--- src/rtl/two_way_wt_cache_if.sv ---
// CPU load/store port and main-memory port of the two-way write-through cache.
// master: CPU + memory side; slave: the cache.
interface two_way_wt_cache_if;
  logic         cpu_req;
  logic         cpu_rw;
  logic [9:0]   cpu_addr;
  logic [31:0]  cpu_wdata;
  logic         cpu_ready;
  logic         cpu_done;
  logic [31:0]  cpu_rdata;
  logic         mem_read_write;
  logic [9:0]   mem_address;
  logic [127:0] mem_write_data;
  logic [127:0] mem_read_data;

  modport master (
    output cpu_req, cpu_rw, cpu_addr, cpu_wdata, mem_read_data,
    input  cpu_ready, cpu_done, cpu_rdata, mem_read_write, mem_address, mem_write_data
  );

  modport slave (
    input  cpu_req, cpu_rw, cpu_addr, cpu_wdata, mem_read_data,
    output cpu_ready, cpu_done, cpu_rdata, mem_read_write, mem_address, mem_write_data
  );
endinterface

--- src/rtl/two_way_wt_cache.sv ---
// Two-way set-associative, write-through, no-write-allocate data cache.
// 16-byte blocks, word0 in [127:96], index = addr[5:4], tag = addr[9:6].
// Memory commands are held stable for MEM_LAT cycles; a write drives the
// address/data one cycle before mem_read_write rises so they never change
// while a write is asserted.
// Optional macro CACHE_STATS_EN adds saturating hit_count/miss_count outputs.
module two_way_wt_cache #(
  parameter int unsigned MEM_LAT = 2,
  parameter int unsigned SETS    = 4
) (
  input  logic clk,
  input  logic rst_n,
  two_way_wt_cache_if.slave bus
`ifdef CACHE_STATS_EN
  ,
  output logic [15:0] hit_count,
  output logic [15:0] miss_count
`endif
);
  localparam int unsigned IDX_W = $clog2(SETS);
  localparam int unsigned TAG_W = 6 - IDX_W;
  localparam int unsigned CNT_W = $clog2(MEM_LAT + 1);

  typedef enum logic [2:0] {IDLE, COMPARE, MEM_RD, REFILL, MEM_WR, DONE} state_e;

  state_e             state_q, state_d;
  logic [CNT_W-1:0]   cnt_q, cnt_d;
  logic [9:0]         addr_q, addr_d;
  logic               rw_q, rw_d;
  logic [31:0]        wdata_q, wdata_d;
  logic               ready_q, ready_d;
  logic               done_q, done_d;
  logic [31:0]        rdata_q, rdata_d;
  logic               mem_rw_q, mem_rw_d;
  logic [9:0]         mem_addr_q, mem_addr_d;
  logic [127:0]       mem_wdata_q, mem_wdata_d;

  logic               valid_q [SETS][2];
  logic [TAG_W-1:0]   tag_q   [SETS][2];
  logic [127:0]       data_q  [SETS][2];
  logic               lru_q   [SETS];

  logic [IDX_W-1:0]   idx;
  logic [TAG_W-1:0]   tag;
  logic [1:0]         word;
  logic               hit0, hit1, hit, hit_way, victim;
  logic               wr_hit_en, refill_en, lru_en, lru_val;

  function automatic logic [31:0] sel_word(input logic [127:0] blk, input logic [1:0] w);
    return blk[{~w, 5'd0} +: 32];
  endfunction

  // Lookup of the latched request against both ways of its set
  always_comb begin
    idx     = addr_q[4 +: IDX_W];
    tag     = addr_q[9 -: TAG_W];
    word    = addr_q[3:2];
    hit0    = valid_q[idx][0] && (tag_q[idx][0] == tag);
    hit1    = valid_q[idx][1] && (tag_q[idx][1] == tag);
    hit     = hit0 || hit1;
    hit_way = hit1;
    victim  = !valid_q[idx][0] ? 1'b0 : (!valid_q[idx][1] ? 1'b1 : lru_q[idx]);
  end

  // Next-state, datapath strobes and registered-output next values
  always_comb begin
    state_d     = state_q;
    cnt_d       = cnt_q;
    addr_d      = addr_q;
    rw_d        = rw_q;
    wdata_d     = wdata_q;
    rdata_d     = rdata_q;
    mem_addr_d  = mem_addr_q;
    mem_wdata_d = mem_wdata_q;
    wr_hit_en   = 1'b0;
    refill_en   = 1'b0;
    lru_en      = 1'b0;
    lru_val     = 1'b0;
    case (state_q)
      IDLE: begin
        if (bus.cpu_req) begin
          addr_d  = bus.cpu_addr;
          rw_d    = bus.cpu_rw;
          wdata_d = bus.cpu_wdata;
          state_d = COMPARE;
        end
      end
      COMPARE: begin
        if (rw_q) begin
          wr_hit_en   = hit;
          lru_en      = hit;
          lru_val     = ~hit_way;
          cnt_d       = CNT_W'(MEM_LAT);
          mem_addr_d  = addr_q;
          mem_wdata_d = 128'(wdata_q) << {~word, 5'd0};
          state_d     = MEM_WR;
        end else if (hit) begin
          rdata_d = sel_word(data_q[idx][hit_way], word);
          lru_en  = 1'b1;
          lru_val = ~hit_way;
          state_d = DONE;
        end else begin
          cnt_d      = CNT_W'(MEM_LAT - 1);
          mem_addr_d = addr_q;
          state_d    = MEM_RD;
        end
      end
      MEM_RD: begin
        if (cnt_q == '0) state_d = REFILL;
        else             cnt_d   = cnt_q - CNT_W'(1);
      end
      REFILL: begin
        refill_en = 1'b1;
        lru_en    = 1'b1;
        lru_val   = ~victim;
        rdata_d   = sel_word(bus.mem_read_data, word);
        state_d   = DONE;
      end
      MEM_WR: begin
        if (cnt_q == '0) state_d = DONE;
        else             cnt_d   = cnt_q - CNT_W'(1);
      end
      DONE:    state_d = IDLE;
      default: state_d = IDLE;
    endcase
    ready_d  = (state_d == IDLE);
    done_d   = (state_d == DONE);
    // First MEM_WR cycle is address/data setup; the next MEM_LAT cycles assert the write
    mem_rw_d = (state_d == MEM_WR) && (cnt_d != CNT_W'(MEM_LAT));
  end

  // FSM, latched request and registered outputs
  always_ff @(posedge clk or negedge rst_n) begin
    if (!rst_n) begin
      state_q     <= IDLE;
      cnt_q       <= '0;
      addr_q      <= '0;
      rw_q        <= 1'b0;
      wdata_q     <= '0;
      ready_q     <= 1'b1;
      done_q      <= 1'b0;
      rdata_q     <= '0;
      mem_rw_q    <= 1'b0;
      mem_addr_q  <= '0;
      mem_wdata_q <= '0;
    end else begin
      state_q     <= state_d;
      cnt_q       <= cnt_d;
      addr_q      <= addr_d;
      rw_q        <= rw_d;
      wdata_q     <= wdata_d;
      ready_q     <= ready_d;
      done_q      <= done_d;
      rdata_q     <= rdata_d;
      mem_rw_q    <= mem_rw_d;
      mem_addr_q  <= mem_addr_d;
      mem_wdata_q <= mem_wdata_d;
    end
  end

  // Valid/tag/LRU state; cleared on reset so an aborted refill leaves nothing valid
  always_ff @(posedge clk or negedge rst_n) begin
    if (!rst_n) begin
      for (int s = 0; s < int'(SETS); s++) begin
        lru_q[s] <= 1'b0;
        for (int w = 0; w < 2; w++) begin
          valid_q[s][w] <= 1'b0;
          tag_q[s][w]   <= '0;
        end
      end
    end else begin
      if (refill_en) begin
        valid_q[idx][victim] <= 1'b1;
        tag_q[idx][victim]   <= tag;
      end
      if (lru_en) lru_q[idx] <= lru_val;
    end
  end

  // Block storage: whole-block refill or single-word write-hit update
  always_ff @(posedge clk) begin
    if (refill_en)      data_q[idx][victim] <= bus.mem_read_data;
    else if (wr_hit_en) data_q[idx][hit_way][{~word, 5'd0} +: 32] <= wdata_q;
  end

  assign bus.cpu_ready      = ready_q;
  assign bus.cpu_done       = done_q;
  assign bus.cpu_rdata      = rdata_q;
  assign bus.mem_read_write = mem_rw_q;
  assign bus.mem_address    = mem_addr_q;
  assign bus.mem_write_data = mem_wdata_q;

`ifdef CACHE_STATS_EN
  logic [15:0] hit_cnt_q, miss_cnt_q;

  // Saturating per-access hit/miss counters, stepped once in COMPARE
  always_ff @(posedge clk or negedge rst_n) begin
    if (!rst_n) begin
      hit_cnt_q  <= '0;
      miss_cnt_q <= '0;
    end else if (state_q == COMPARE) begin
      if (hit) begin
        if (hit_cnt_q != 16'hFFFF) hit_cnt_q <= hit_cnt_q + 16'd1;
      end else if (miss_cnt_q != 16'hFFFF) begin
        miss_cnt_q <= miss_cnt_q + 16'd1;
      end
    end
  end

  assign hit_count  = hit_cnt_q;
  assign miss_count = miss_cnt_q;
`endif
endmodule

--- src/flat_wrapper.sv ---
// flat-port wrapper written by rule: the top's interface ports become plain ports
module two_way_wt_cache_flat 
#(
  parameter int unsigned MEM_LAT = 2,
  parameter int unsigned SETS    = 4
)
  (clk, rst_n, bus_cpu_req, bus_cpu_rw, bus_cpu_addr, bus_cpu_wdata, bus_mem_read_data, bus_cpu_ready, bus_cpu_done, bus_cpu_rdata, bus_mem_read_write, bus_mem_address, bus_mem_write_data);
  two_way_wt_cache_if bus_i ();
  input  logic clk;
  input  logic rst_n;
  input wire logic [$bits(bus_i.cpu_req)-1:0] bus_cpu_req;
  input wire logic [$bits(bus_i.cpu_rw)-1:0] bus_cpu_rw;
  input wire logic [$bits(bus_i.cpu_addr)-1:0] bus_cpu_addr;
  input wire logic [$bits(bus_i.cpu_wdata)-1:0] bus_cpu_wdata;
  input wire logic [$bits(bus_i.mem_read_data)-1:0] bus_mem_read_data;
  output wire logic [$bits(bus_i.cpu_ready)-1:0] bus_cpu_ready;
  output wire logic [$bits(bus_i.cpu_done)-1:0] bus_cpu_done;
  output wire logic [$bits(bus_i.cpu_rdata)-1:0] bus_cpu_rdata;
  output wire logic [$bits(bus_i.mem_read_write)-1:0] bus_mem_read_write;
  output wire logic [$bits(bus_i.mem_address)-1:0] bus_mem_address;
  output wire logic [$bits(bus_i.mem_write_data)-1:0] bus_mem_write_data;
  assign bus_i.cpu_req = bus_cpu_req;
  assign bus_i.cpu_rw = bus_cpu_rw;
  assign bus_i.cpu_addr = bus_cpu_addr;
  assign bus_i.cpu_wdata = bus_cpu_wdata;
  assign bus_i.mem_read_data = bus_mem_read_data;
  assign bus_cpu_ready = bus_i.cpu_ready;
  assign bus_cpu_done = bus_i.cpu_done;
  assign bus_cpu_rdata = bus_i.cpu_rdata;
  assign bus_mem_read_write = bus_i.mem_read_write;
  assign bus_mem_address = bus_i.mem_address;
  assign bus_mem_write_data = bus_i.mem_write_data;
  two_way_wt_cache #(.MEM_LAT(MEM_LAT), .SETS(SETS)) u_core (.clk(clk), .rst_n(rst_n), .bus(bus_i));
endmodule
--- config.mk ---
export PLATFORM = sky130hd
export DESIGN_NAME = two_way_wt_cache_flat
export DESIGN_NICKNAME = d
export VERILOG_FILES = /design/src/rtl/two_way_wt_cache_if.sv /design/src/rtl/two_way_wt_cache.sv /design/src/flat_wrapper.sv
export SDC_FILE = /design/constraint.sdc
export NUM_CORES = 2
export LEC_CHECK = 0
export ABC_AREA = 1
export BUFFER_PORTS_ARGS = -buffer_cell sky130_fd_sc_hd__buf_4
export CAP_MARGIN = 0
export CORE_MARGIN = 2
export CORE_UTILIZATION = 50
export DETAILED_ROUTE_END_ITERATION = 8
export GPL_TIMING_DRIVEN = 1
export PLACE_DENSITY = 0.65
export SYNTH_ARGS = -nofsm -noshare
export SYNTH_HDL_FRONTEND = slang
export SYNTH_SLANG_ARGS = --single-unit
--- constraint.sdc ---
create_clock -name clk -period 6.9 [get_ports clk]
set_clock_uncertainty 0.2 [all_clocks]
set_input_delay 0.345 -clock clk [delete_from_list [all_inputs] [get_ports clk]]
set_output_delay 0.345 -clock clk [all_outputs]
set_load 0.005 [all_outputs]
# --- Word-level counts from Yosys, hierarchy flattened ---
# Memory sizes are Yosys's and may differ from the RTL's.
# Index checks and enable logic that the tools add are counted.
classes:
  shifts: 5
  n_reduce_logical: 16
  n_mux: 315
  multipliers: 0
  n_div: 0
  bitwise: 263
  n_addsub: 2
  eq_ne: 12
  magnitude_cmp: 6
op_table:
  columns: ["cell", "count"]
  rows:
  - ["two-way mux 128 bit", 5]
  - ["two-way mux 256 bit", 2]
  - ["two-way mux 1 bit", 272]
  - ["demux 128 bit (select 1 bit)", 2]
  - ["OR 1 bit", 256]
  - ["indexed part select 128 x 8 -> 32 bit", 2]
  - ["variable shift 32 x 9 -> 128 bit, first input constant", 1]
  - ["indexed part select 32 x 9 -> 128 bit", 1]
  - ["left shift 32 x 7 -> 128 bit", 1]
  - ["two-way mux 32 bit", 2]
  - ["one-hot mux 32 bit (2 select lines)", 1]
  - ["bitwise mux 32 bit", 1]
  - ["two-way mux 8 bit", 3]
  - ["two-way mux 10 bit", 2]
  - ["binary-select mux 8 bit (select 2 bit)", 1]
  - ["demux 8 bit (select 2 bit)", 1]
  - ["two-way mux 3 bit", 5]
  - ["one-hot mux 3 bit (5 select lines)", 1]
  - ["two-way mux 2 bit", 6]
  - ["equality test 3 bit, second input constant", 3]
  - ["negator 7 -> 9 bit", 1]
  - ["equality test 4 bit", 2]
  - ["OR 8 bit", 1]
  - ["equality test 3 x 2 -> 1 bit, second input constant", 2]
  - ["30 further kinds", 45]
totals:
  input_bits: 174
  mem_count: 1
  latch_bits: 0
  register_bits: 265
  mem_bits_rw: 1024
  mem_bits_ro: 0
mem_list:
  columns: ["name", "words", "word_bits", "read_ports", "rd_ports_with_merged_regs", "wr", "line", "source"]
  rows:
  - ["u_core.data_q", 4, 256, 1, 0, 1, "two_way_wt_cache.sv:40", "logic [127:0] data_q [SETS][2];"]

# --- Depth between registers and ports, before layout ---
logic_depth:
  word_depth: 14
  mapped_depth: 18

# --- Worst setup path before layout ---
# No wires, ideal clock.
synth_path:
  kind: "reg-to-reg"
  from: "reg u_core.addr_q[4]"
  to: "mem u_core.data_q[1][192] in the netlist's numbering (enable)"
  path_buffers: 3
  setup_slack_ns: 2.771
  t_arrival_ns: 3.498
  setup_ns: 0.432
  path_stages_with_launch: 13
  path_cell_list: "dfrtp_1 > buf_4 > nor2_2 > buf_2 > a22oi_1 > nand2_1 > inv_1 > nand2_1 > inv_1 > nor2_1 > clkinv_1 > buf_2 > a21oi_1"
synth_via:
  elab_chain_cells: 13
synth_rtl:
  columns: ["item", "line", "source"]
  rows:
  - ["start, declared", "two_way_wt_cache.sv:28", "logic [9:0] addr_q, addr_d;"]
  - ["start signal, assigned", "two_way_wt_cache.sv:149", "addr_q <= addr_d;"]
  - ["NOT 2 -> 3 bit (implied by the code)", "two_way_wt_cache.sv:58, two_way_wt_cache.sv:59, two_way_wt_cache.sv:62", null]
  - ["binary-select mux 8 bit (select 2 bit), or another cell as far along", "two_way_wt_cache.sv:58, two_way_wt_cache.sv:59", null]
  - ["two-way mux 8 bit (implied by the code), or another cell as far along (2 in a row)", "two_way_wt_cache.sv:59", "hit1 = valid_q[idx][1] && (tag_q[idx][1] == tag);"]
  - ["equality test 4 bit, or another cell as far along", "two_way_wt_cache.sv:59", null]
  - ["logical AND 1 bit, or another cell as far along", "two_way_wt_cache.sv:59", null]
  - ["NOT 1 -> 2 bit, or another cell as far along", "two_way_wt_cache.sv:183", "else if (wr_hit_en) data_q[idx][hit_way][{~word, 5'd0} +: 32] <= wdata_q;"]
  - ["greater-or-equal comparator 2 bit (implied by the code), or another cell as far along", "two_way_wt_cache.sv:183", null]
  - ["logical AND 1 bit (implied by the code), or another cell as far along", "two_way_wt_cache.sv:183", null]
  - ["two-way mux 128 bit (implied by the code), or another cell as far along", "two_way_wt_cache.sv:183", null]
  - ["demux 128 bit (select 1 bit), or another cell as far along", "two_way_wt_cache.sv:183", null]
  - ["two-way mux 256 bit, on equally long branches", "two_way_wt_cache.sv:183, two_way_wt_cache.sv:182", null]
  - ["OR 1 bit (no line)", null, null]
  - ["end, declared", "two_way_wt_cache.sv:40", null]
# Parallel ways exist; a longest one is shown, timed or not. The select of a mux whose other input is x is not followed.

# --- Final worst setup path ---
layout_path:
  from: "reg u_core.addr_q[4]"
  to: "mem u_core.data_q[0][100] in the netlist's numbering (enable)"
# The elaborated chain is that of the path after synthesis.

==> summary.md <==
| Metric | Value |
|---|---|
| Sequential power share | `0.364` |
| Vias in the first global route | `39,707` |
| NetSw | `0.0109 W` |
| Critical setup path kind | `reg -> reg` |
| Ys Warns | `0` |
| HPWL Detailed | `113 mm` |
| Tot Pwr | `0.0272 W` |
| CP Capture Type | `register` |
| Final Max Tran Viols | `0` |
| Chip height | `336 µm` |
| Maximum vdd drop | `0.519 mV` |
| Biggest area consumer among synthesized cells | `edfxtp_1` |
| Dpl cell area | `0.0593 mm²` |
| Synthesized Nets | `5,310` |
| DR vias | `42,179` |
| Pint | `0.0163 W` |
| Pin count of the biggest net entering global routing | `150` |
| Count of flip-flops with a built-in enable after synthesis | `1,024` |
| CP startpoint kind | `register` |
| Clock power share | `0.278` |
| Post-synth cell types | `39` |
| Routed len/inst | `26.2 µm` |
| Rows | `121` |
| Chip width | `336 µm` |
| Synth top area share | `0.557` |
| CP arrival | `5.54 ns` |
| Pleak | `26.3 nW` |
| Grt peak-use layer | `met2` |
| I/O Pins | `347` |
| Final Cell Area | `0.0656 mm²` |
| RSZ-0062 raised after global routing | `false` |
| Clock root buffer | `clkbuf_16` |
| Layout cell share with drive strength beyond 1 | `0.130` |
| Layout net count | `5,702` |
| Initial DRC count | `5,756` |
| Most common cell in the synthesized netlist | `nand2_1` |
| TritonCTS clock tree | `yes` |
| Sw frac | `0.400` |
| Syn Std Cell Area | `0.0552 mm²` |
| Fmax | `189 MHz` |
| Via/cell ratio | `5.93` |
| Worst-case clock buffer depth | `3` |
| Worst Path Required | `7.14 ns` |
| R2r worst-path depth | `10` |
| Tightest Pin Transition | `1.22 ns` |
| Total gr overflow | `0` |
| Met3 usage | `0.0971` |
| CP Cell Sequence | `nand2_2 -> inv_8 -> a22oi_1 -> nand3_1 -> nand2_1 -> nor2_1 -> clkinv_1 -> buf_4 -> a21oi_4 -> buf_4` |
| Core Area | `0.109 mm²` |
| First-pass DRT Iterations | `6` |
| Top post-synthesis cells by count | `nand2_1 (1,364), edfxtp_1 (1,024), a21oi_1 (433)` |
| Final hold slack | `-0.00854 ns` |
| Avg Cell Area, Syn | `10.8 µm²` |
| Synth Instances | `5,131` |
| Finished Core Util | `0.601` |
| Clk slew on worst S/H paths | `0.06 ns` |
| GRT met2 Usage | `0.480` |
| Crit-path slowest cell | `a21oi_4` |
| Antenna viol nets, final | `0` |
| Clock Latency Late Sink | `0.76 ns` |
| Ys async rst share | `0.206` |
| Gr usage total | `0.325` |
| GR Util met1 | `0.449` |
| Top FF cell, synth | `edfxtp_1` |
| Starting Density | `0.505` |
| HP Class | `in -> async` |
| Tcrit/Tclk final | `0.768` |
| Setup-failing EPs final | `0` |
| Fin Setup TNS | `0 ns` |
| Number of synthesized register bits | `1,289` |
| Initial antenna violation count | `8` |
| Total CTS buffers | `136` |
| Detailed Route WL | `186 mm` |
| CP peak stage delay | `0.87 ns` |
| First-pass GRT wire length | `267 mm` |
| DP Worst Slack | `1.57 ns` |
| Area delta synth->final | `18.9%` |
| Final Hold Viols | `2` |
| CTS HTree Levels | `4` |
| Top cell by count, worst path | `buf_4` |
| Register area share after synthesis | `0.678` |
| Max cap viols | `0` |
| Synth top area cells | `edfxtp_1 (56%), dfrtp_1 (12%), nand2_1 (9.3%)` |
| Comb power frac | `0.359` |
| Clk sink count | `1,289` |
| Worst slew margin | `0.184` |
| Pwr dens | `414 mW/mm²` |
| Critical-path maximum fanout | `68` |
| Post-CTS resize count | `0` |
| Worst setup margin | `1.60 ns` |
| Failing checks | `negative hold slack` |
| Fin crit period | `5.30 ns` |
| Final RePlAce weighted congestion | `0.861` |
| Status | `complete, but fails checks` |
| Die area | `0.113 mm²` |
| DRC Markers | `0` |
| PortBufs | `346` |
## layer usage
metal  share of wire  up-vias
met3            0.13      392
met5         0.00025        -
met1            0.39    20441
met2            0.43     2615
li1                -    18725
met4           0.042        6
## power groups by stage
stage	Sequential, W	Combinational (W)	Clock [W]
floorplan	0.00968	0.00539	0
global placement	0.00999	0.00931	0
detailed placement	0.0100	0.00939	0
CTS	0.00985	0.00950	0.00758
global route	0.00993	0.0104	0.00788
finish	0.00988	0.00975	0.00755
## cell type report
type | instances | area [µm²]
clock buffer | 186 | 3810
sequential | 1289 | 37400
antenna | 2 | 5.00
inverter | 306 | 1180
fill | 8773 | 43600
multi-input combinational | 3194 | 15600
timing repair buffer | 596 | 4950
tap | 1476 | 1850
clock inverter | 65 | 768
## registers in the layout (all words and copies together) (netlist names), 8 cells and up
| name | count |
|---|---|
| u_core.valid_q | 8 |
| u_core.bus.cpu_rdata | 32 |
| u_core.bus.mem_address | 10 |
| u_core.tag_q | 32 |
| u_core.addr_q | 10 |
| u_core.data_q | 1024 |
| u_core.bus.mem_write_data | 128 |
| u_core.wdata_q | 32 |
## worst paths after layout
kind                       slack [ns]                       endpoint                   from
setup / recovery                 1.60          u_core.data_q[0][100]       u_core.addr_q[4]
hold / removal                 -0.009  u_core.bus.mem_write_data[83]                  rst_n
setup reg to reg                 1.60          u_core.data_q[0][100]       u_core.addr_q[4]
hold reg to reg                  0.25              u_core.valid_q[7]      u_core.valid_q[7]
max in group asynchronous        5.12        u_core.bus.cpu_rdata[7]                  rst_n
min in group clk                 0.02           u_core.data_q[3][92]  bus_mem_read_data[92]
## metrics by stage
step                hold WS [ns]  instances
global placement           0.212       6695
CTS                      0.00778       7112
detailed placement         0.211       6695
global route              0.0303       7112
finish                  -0.00854       7114
floorplan                 -0.151       5131
## kinds of logic (layout without fill, tap and decap cells)
kind of cell / count (synthesis) / count (layout) / share of synthesized area
simple gates: 2027 / 2027 / 0.147
compound gates: 1128 / 1128 / 0.121
flops: 1289 / 1289 / 0.678
mux: 34 / 34 / 0.00694
buf+inv: 648 / 1153 / 0.0464
other cells: 0 / 2 / 0
fa+ha+maj: 5 / 5 / 0.00113
## what timing repair did
action / CTS / global route
setup buffers: 0 / 0
endpoints found under the hold margin: 957 / 0
hold buffers: 166 / 0
## critical path, delay by kind of cell (launching register included)
family	cells	cell delay, ns
buf+inv	4	2.13
compound gates	2	1.02
simple gates	4	0.89
flops	1	0.67
## cell usage in the layout, fill, tap and decap left out, drive strengths merged
cell type | Yosys | layout
a21boi | 1 | 1
a21oi | 434 | 434
a22oi | 261 | 261
a31oi | 2 | 2
and2 | 1 | 1
buf | 100 | 430
bufinv | 0 | 16
clkbuf | 242 | 186
clkinv | 5 | 44
clkinvlp | 0 | 3
dfrtp | 264 | 264
dfstp | 1 | 1
diode | 0 | 2
dlygate4sd3 | 0 | 166
edfxtp | 1024 | 1024
ha | 5 | 5
inv | 301 | 308
mux2 | 34 | 34
nand2 | 1366 | 1366
nand3 | 345 | 345
nand3b | 1 | 1
nand4 | 5 | 5
nor2 | 305 | 305
nor3 | 1 | 1
o21a | 1 | 1
o21ai | 299 | 299
o21bai | 1 | 1
o22ai | 1 | 1
o31ai | 128 | 128
or2 | 3 | 3
No activity file was read; power rests on OpenSTA's default activity.
